## src/rtl/modport_fifo.sv

```systemverilog
// Single-clock first-word-fall-through FIFO with registered full/empty flags.
// Optional status outputs (wcount, overflow, underflow) under MODPORT_FIFO_STATUS_EN.
module modport_fifo #(
  parameter int DSIZE = 8,
  parameter int ASIZE = 4
) (
  input  logic             wclk,
  input  logic             wrst,
  input  logic [DSIZE-1:0] wdata,
  input  logic             winc,
  input  logic             rinc,
  output logic [DSIZE-1:0] rdata,
  output logic             wfull,
  output logic             rempty
`ifdef MODPORT_FIFO_STATUS_EN
  ,
  output logic [ASIZE:0]   wcount,
  output logic             overflow,
  output logic             underflow
`endif
);

  localparam int DEPTH = 1 << ASIZE;
  localparam logic [ASIZE:0] FULL_OCC = {1'b1, {ASIZE{1'b0}}};

  logic [DSIZE-1:0] mem [DEPTH];
  logic [ASIZE:0]   wptr, rptr;
  logic [ASIZE:0]   wptr_nxt, rptr_nxt, occ_nxt;
  logic             wacc, racc;

  // A request is only honoured against the flags as they stand this cycle.
  assign wacc     = winc & ~wfull;
  assign racc     = rinc & ~rempty;
  assign wptr_nxt = wptr + {{ASIZE{1'b0}}, wacc};
  assign rptr_nxt = rptr + {{ASIZE{1'b0}}, racc};
  assign occ_nxt  = wptr_nxt - rptr_nxt;

  always_ff @(posedge wclk or posedge wrst) begin
    if (wrst) begin
      wptr   <= '0;
      rptr   <= '0;
      rempty <= 1'b1;
      wfull  <= 1'b0;
    end else begin
      wptr   <= wptr_nxt;
      rptr   <= rptr_nxt;
      rempty <= (occ_nxt == '0);
      wfull  <= (occ_nxt == FULL_OCC);
    end
  end

  // Storage carries no reset; stale words are unreachable once pointers clear.
  always_ff @(posedge wclk) begin
    if (wacc) mem[wptr[ASIZE-1:0]] <= wdata;
  end

  assign rdata = rempty ? '0 : mem[rptr[ASIZE-1:0]];

`ifdef MODPORT_FIFO_STATUS_EN
  always_ff @(posedge wclk or posedge wrst) begin
    if (wrst) begin
      wcount    <= '0;
      overflow  <= 1'b0;
      underflow <= 1'b0;
    end else begin
      wcount    <= occ_nxt;
      overflow  <= overflow  | (winc & wfull);
      underflow <= underflow | (rinc & rempty);
    end
  end
`endif

endmodule

```

## config.mk

```make
export PLATFORM = sky130hd
export DESIGN_NAME = modport_fifo
export DESIGN_NICKNAME = d
export VERILOG_FILES = /design/src/rtl/modport_fifo.sv
export SDC_FILE = /design/constraint.sdc
export NUM_CORES = 1
export LEC_CHECK = 0
export ABC_AREA = 1
export CAP_MARGIN = 20
export CORE_UTILIZATION = 65
export DETAILED_ROUTE_END_ITERATION = 6
export PLACE_DENSITY = 0.84
export RECOVER_POWER = 100
export REMOVE_ABC_BUFFERS = 1
export SLEW_MARGIN = 20
export SYNTH_ARGS = -nofsm -noshare
export SYNTH_HDL_FRONTEND = slang
export SYNTH_SLANG_ARGS = --single-unit
```

## constraint.sdc

```tcl
create_clock -name wclk -period 3.52 [get_ports wclk]
set_input_delay 0.352 -clock wclk [delete_from_list [all_inputs] [get_ports wclk]]
set_output_delay 0.352 -clock wclk [all_outputs]
set_load 0.05 [all_outputs]
```

==> impl_metrics.ini, run 1 <==
[synthesis]
synth_compound_area_share_pct = 0.927
yosysTopAreaCell = edfxtp_1
synth_fa_ha_area_share_pct = 1.61
seq_area_frac_synth_pct = 66.7
synth.area.mux_share_pct = 0
ys_types = 21
synth.avg_cell_area_um2 = 10.2
syn_inst = 609
yosys_warnings = 0
synth_top_area_share_pct = 61.9
yosysMostFrequentCell = nand2_1
synth_top_family_by_area = simple AND/OR/NAND/NOR gates
ys_ff_latch = 140
synth-main-ff-cell = edfxtp_1
synth-xor-area-share_pct = 0.564
netlist_area_mm2 = 0.00621
synthTopCellsByArea = edfxtp_1 (62%), nand2_1 (13%), nand3_1 (7.3%), inv_1 (5.1%), dfrtp_1 (4.4%)
synthTopCellsByCount = nand2_1 (218), edfxtp_1 (128), nand3_1 (91)
synth_edf_count = 128
synthArstFlopShare_pct = 8.57
synth-simple-area-share_pct = 22.3

[clock_tree]
clockBufferDepth = 2
clockRootBuffer = clkbuf_8
path_clk_slew_ns = 0.06
cts_resized = 0
hold_buffers = 0
cts_buffers = 17
cts_htree_levels = 4
clock_sinks = 140
cts_tree = done
cts_setup_buffers = 0
clkLatencyLatePin_ns = 0.52

[power_and_ir_drop]
seqPwrFrac_pct = 31.4
p_sw_w = 0.00284
pwr-share-clk_pct = 27.1
p_leak_nw = 3.05
sw_frac_of_total_pct = 40.6
p_per_area_mw_per_mm2 = 984
pwr-share-comb_pct = 41.5
ir_drop_mv = 0.849
p_int_w = 0.00415
power.total_w = 0.00698

[global_routing]
antenna_found_initial = 0
grt_pass1_vias = 4277
grt-ovfl-total = 0
grt_max_degree = 65
grt_pass1_wl_um = 22000
grtUsageTotal_pct = 31.0

[critical_path]
critPathCaptureType = primary output
critPathMostFrequentCell = nand2_1
cp.required_ns = 3.17
worstPathCellList = buf_4, nand2_1, nand2_1, nand2_1, nand3_1, nand3_1, a21oi_1, clkbuf_1
worstPathArrival_ns = 2.86
start_kind = flip-flop
cp_top_family = buffers and inverters
crit_slowest_cell = buf_4
crit_path_max_fanout = 64
setup.worst_path.class = flip-flop to primary output
cp_num_buf_inv = 2
slowest_delay_ns = 0.56

[detailed_routing]
routedWlPerCell_um = 18.2
ant_nets = 0
firstDrtPassIters = 7
avgViaCountPerCell = 5.65
postRouteWirelength_um = 14000
drt_iter0_markers = 369
drc_errors = 0
vias = 4348

[placement]
dp.cells = 738
pre_cts_ws_ns = 0.714
hpwl_um = 8010
port_buffers = 21
gp_congestion = 0.870

[floorplanning]
start_util_pct = 67.2
top_level_ports = 22
core_mm2 = 0.00924
fp.dieW_um = 99.8
dieArea_mm2 = 0.00995
num_rows = 35
die-height_um = 99.8

[sta]
drv_slew = 0
max_freq_mhz = 311
tns_ns = 0
finalWorstSetupSlack_ns = 0.309
period_needed_ns = 3.21
fin_skew_ns = 0.00540
finalCritPeriodShare_pct = 91.2
rsz0062_at_grt = false
relSlewSlack_pct = 43.4
hold_viol_final = 0
hold-worst-slack_ns = 0.283
setup_viol = 0
worst_pin_slew_ns = 0.845

[cells_and_area]
fillers = 513
fin_nets = 648
diodes = 0
regArea_mm2 = 0.00415
multi_input_area_mm2 = 0.00157
layout-drive-gt1-share_pct = 6.55
final_cells = 770
area_delta_synth_final_pct = 14.2

[hold_path]
hold_class = primary input to async pin

[run_status]
outcome = finished, final reports clean

[job]
drv_cap = 0
-- through the flow --
stage	util, %	cell area (µm²)
after global routing	76.8	7090
after CTS	77.4	7150
after global placement	70.6	6520
after floorplan	-	6050
after detailed placement	70.6	6520
final	76.8	7090
-- sequential cells by signal, indices dropped and copies added, names as in the netlist --
| signal | flops |
|---|---|
| wfull | 1 |
| wptr | 5 |
| mem | 128 |
| rempty | 1 |
| rptr | 5 |
-- layer usage --
layer | global-route usage (%) | up-vias | part of all wire, %
li1 | - | 2018 | -
met1 | 39.8 | 2013 | 37
met2 | 49.5 | 281 | 50
met3 | 9.00 | 36 | 11
met4 | 13.8 | 0 | 2.3
met5 | 0 | - | 0
-- cell usage in the layout, fill, tap and decap left out, drive strengths merged --
cell type	synthesis	layout
nor2	20	20
xor2	4	4
nand3	92	92
o21bai	1	1
dfstp	1	1
inv	87	87
nand4	1	1
edfxtp	128	128
clkbuf	2	25
nand2	219	219
bufinv	0	5
nand3b	1	1
clkinvlp	0	2
or2	1	1
clkinv	0	4
dlygate4sd3	0	11
ha	8	8
dfrtp	11	11
buf	23	8
clkdlybuf4s50	0	2
a21oi	10	10
-- logic make-up after synthesis --
family / after synthesis
and+or+nand+nor: 334
DFF: 140
buffers and inverters: 112
AOI/OAI and AO/OA: 11
adders and majority gates: 8
xor gates and xnor gates: 4
-- worst register-to-register path, stage by stage (launching register included) --
cell and delay [ns]:
dfstp_1 0.80, nor2_1 0.11, ha_1 0.22, ha_1 0.22, xor2_1 0.19, inv_1 0.06
ha_1 0.32, or2_2 0.30, a21oi_1 0.12, nand2_1 0.08, nor2_1 0.12
-- power groups by stage --
stage          Clock [W]  Sequential (W)  Combinational, W
2_1_floorplan          0         0.00231           0.00177
3_3_place_gp           0         0.00220           0.00291
3_5_place_dp           0         0.00222           0.00302
4_1_cts          0.00190         0.00219           0.00307
5_1_grt          0.00197         0.00221           0.00318
6_report         0.00189         0.00219           0.00290
-- final timing paths --
kind	startpoint	endpoint	slack, ns	cells after the start
max	rptr[0]	rdata[2]	0.31	8
min	wrst	wptr[2]	0.28	2
max reg2reg	rempty	rempty	0.92	10
min reg2reg	wptr[4]	wptr[4]	0.55	2
max in group asynchronous	wrst	rptr[0]	2.89	2
min in group wclk	wptr[4]	wptr[4]	0.55	2
-- layout make-up --
cell class	instances	area share (%)
flip-flops and latches	140	58.4
multi-input cells	357	22.2
clock buffers	21	6.19
inverters	87	4.60
repair buffers	25	3.60
clock inverters	11	2.72
well taps	129	2.28
Power figures use the tool's default switching activity.
==> run 2: changes to the inputs <==
--- a/config.mk
+++ b/config.mk
@@ -8,6 +8,7 @@
 export ABC_AREA = 1
 export CAP_MARGIN = 20
 export CORE_UTILIZATION = 65
+export CTS_CLUSTER_DIAMETER = 120
 export DETAILED_ROUTE_END_ITERATION = 6
 export PLACE_DENSITY = 0.84
 export RECOVER_POWER = 100
==> results of run 2 <==
The final DEF is identical to that of run 1; final timing and power are the same.
==> run 3: changes to the inputs <==
--- a/config.mk
+++ b/config.mk
@@ -5,12 +5,11 @@
 export SDC_FILE = /design/constraint.sdc
 export NUM_CORES = 1
 export LEC_CHECK = 0
-export ABC_AREA = 1
 export CAP_MARGIN = 20
 export CORE_UTILIZATION = 65
 export CTS_CLUSTER_DIAMETER = 120
 export DETAILED_ROUTE_END_ITERATION = 6
-export PLACE_DENSITY = 0.84
+export PLACE_DENSITY = 0.94
 export RECOVER_POWER = 100
 export REMOVE_ABC_BUFFERS = 1
 export SLEW_MARGIN = 20
==> run 3 against run 2 <==
Compared with the run above: critical endpoint is now rdata[3]; sequential power hardly changed; clock skew grew 0.0062 ns; total power fell by 14%; die area decreased by 9.0%; combinational power down 26%; worst hold slack got worse by 0.019 ns; final cell count shrank 44%; clock power fell by 14%; synthesized area down 9.2%; clock-buffer cell count decreased by 2; global-route usage is 2.3 points lower.
==> impl_metrics.ini, run 3 <==
[run_status]
outcome = finished, final reports clean

[sta]
setup_viol = 0
hold_viol_final = 0
max_freq_mhz = 297
tns_ns = 0
period_needed_ns = 3.37
fin_skew_ns = 0.0116
hold-worst-slack_ns = 0.264
worst_pin_slew_ns = 1.07
finalWorstSetupSlack_ns = 0.150
relSlewSlack_pct = 28.4
finalCritPeriodShare_pct = 95.7
drv_slew = 0
rsz0062_at_grt = false

[critical_path]
critPathCaptureType = primary output
crit_path_max_fanout = 14
r2r_start = rempty
reg2reg_slack_ns = 0.68
worstPathArrival_ns = 3.02
reg2reg_depth = 10
setup.worst_path.class = flip-flop to primary output
r2r-end = rempty
cp.required_ns = 3.17
start_kind = flip-flop

[job]
drv_cap = 0

[power_and_ir_drop]
seqPwrFrac_pct = 36.9
p_sw_w = 0.00215
p_per_area_mw_per_mm2 = 926
p_leak_nw = 2.17
pwr-share-clk_pct = 27.3
p_int_w = 0.00384
pwr-share-comb_pct = 35.9
sw_frac_of_total_pct = 35.9
ir_drop_mv = 0.845

[synthesis]
synthArstFlopShare_pct = 8.57
ys_ff_latch = 140
netlist_area_mm2 = 0.00564
yosys_warnings = 0
seq_area_frac_synth_pct = 73.5
yosysTopAreaCell = edfxtp_1
synthTopCellsByArea = edfxtp_1 (68%), mux4_2 (7.2%), mux4_1 (6.5%), dfrtp_1 (4.9%), a22oi_1 (2.1%)
yosysMostFrequentCell = edfxtp_1
synth-main-ff-cell = edfxtp_1
syn_inst = 273
ys_types = 34
synth_edf_count = 128
synthTopCellsByCount = edfxtp_1 (128), mux4_2 (18), a22oi_1 (16)
synth.avg_cell_area_um2 = 20.7
synth_top_area_share_pct = 68.1

[detailed_routing]
avgViaCountPerCell = 6.66
drc_errors = 0
vias = 2851
drt_iter0_markers = 196
postRouteWirelength_um = 11400
ant_nets = 0
firstDrtPassIters = 5
routedWlPerCell_um = 26.5

[global_routing]
grtUsageTotal_pct = 28.8
grt-ovfl-total = 0
grt_pass1_wl_um = 17100
grt_max_degree = 33
grt_pass1_vias = 2978
antenna_found_initial = 0

[cells_and_area]
finalInstanceArea_mm2 = 0.00647
layout-drive-gt1-share_pct = 17.3
layout_common_cells = edfxtp_1 (128), mux4_2 (18), dlygate4sd3_1 (18)
diodes = 0
mostFrequentLayoutCell = edfxtp_1
final_cells = 428
area_delta_synth_final_pct = 14.7
multi_input_area_mm2 = 0.00137
largest_reg_flops = 128
fin_nets = 330
regArea_mm2 = 0.00415
fillers = 413

[clock_tree]
cts_buffers = 17
cts_tree = done
cts_setup_buffers = 0
path_clk_slew_ns = 0.06
hold_buffers = 0
clkLatencyLatePin_ns = 0.53
cts_resized = 0
cts_htree_levels = 4
clockBufferDepth = 2
clockRootBuffer = clkbuf_8
clock_sinks = 140

[hold_path]
hold_class = primary input to async pin

[floorplanning]
core_mm2 = 0.00830
start_util_pct = 68.0
fp.dieW_um = 95.2
top_level_ports = 22
dieArea_mm2 = 0.00905
num_rows = 33
die-height_um = 95.2

[placement]
pre_cts_ws_ns = 0.509
gp_congestion = 0.795
hpwl_um = 6540
port_buffers = 21
dp.cells = 396
place_area_mm2 = 0.00595
## run 3: worst max path at each step
| stage | startpoint | to | cells after the start |
|---|---|---|---|
| floorplan | rptr[0] | wfull | 8 |
| global placement | winc | rempty | 10 |
| detailed placement | winc | wfull | 10 |
| CTS | rptr[0] | rdata[2] | 5 |
| global route | rptr[0] | rdata[1] | 5 |
| finish | rptr[0] | rdata[3] | 5 |
## run 3: routing by layer
metal,routed length (µm),up-vias,share of wire [%],global-route usage [%]
li1,-,1205,-,-
met1,4480,1471,39,36.2
met2,5820,152,51,47.2
met3,809,23,7.1,7.50
met4,244,0,2.1,13.1
met5,0,-,0,0
## run 3: power by group through the flow
stage | clock network [W] | logic [W] | registers, W
detailed placement | 0 | 0.00220 | 0.00223
CTS | 0.00165 | 0.00223 | 0.00221
global route | 0.00172 | 0.00229 | 0.00223
global placement | 0 | 0.00214 | 0.00221
finish | 0.00163 | 0.00215 | 0.00221
floorplan | 0 | 0.00140 | 0.00233
## run 3: logic make-up (layout without fill, tap and decap cells)
logic type	count (synthesis)	count (layout)	synth area share [%]
mux	34	34	14.1
fa+ha+maj	8	8	1.77
flops	140	140	73.5
xor+xnor	7	7	1.55
compound gates	27	27	3.11
buf+inv	18	68	2.17
simple gates	39	39	3.84
## run 3: critical path: stages, from the launching register on
cell,delay (ns)
dfrtp_2,0.37
buf_4,0.27
mux4_1,0.60
a22oi_1,0.35
a21oi_1,0.12
dlygate4sd3_1,0.78
## run 3: area by class of cell
class	count	area share, %
clock buffers	19	6.67
well taps	105	2.03
multi-input cells	115	21.1
clock inverters	13	1.84
inverters	5	0.290
repair buffers	31	4.00
flip-flops and latches	140	64.1
## run 3: through the flow
step	power, W	util (%)
floorplan	0.00373	-
global placement	0.00434	71.7
detailed placement	0.00443	71.7
global route	0.00624	78.0
CTS	0.00608	78.4
finish	0.00599	78.0
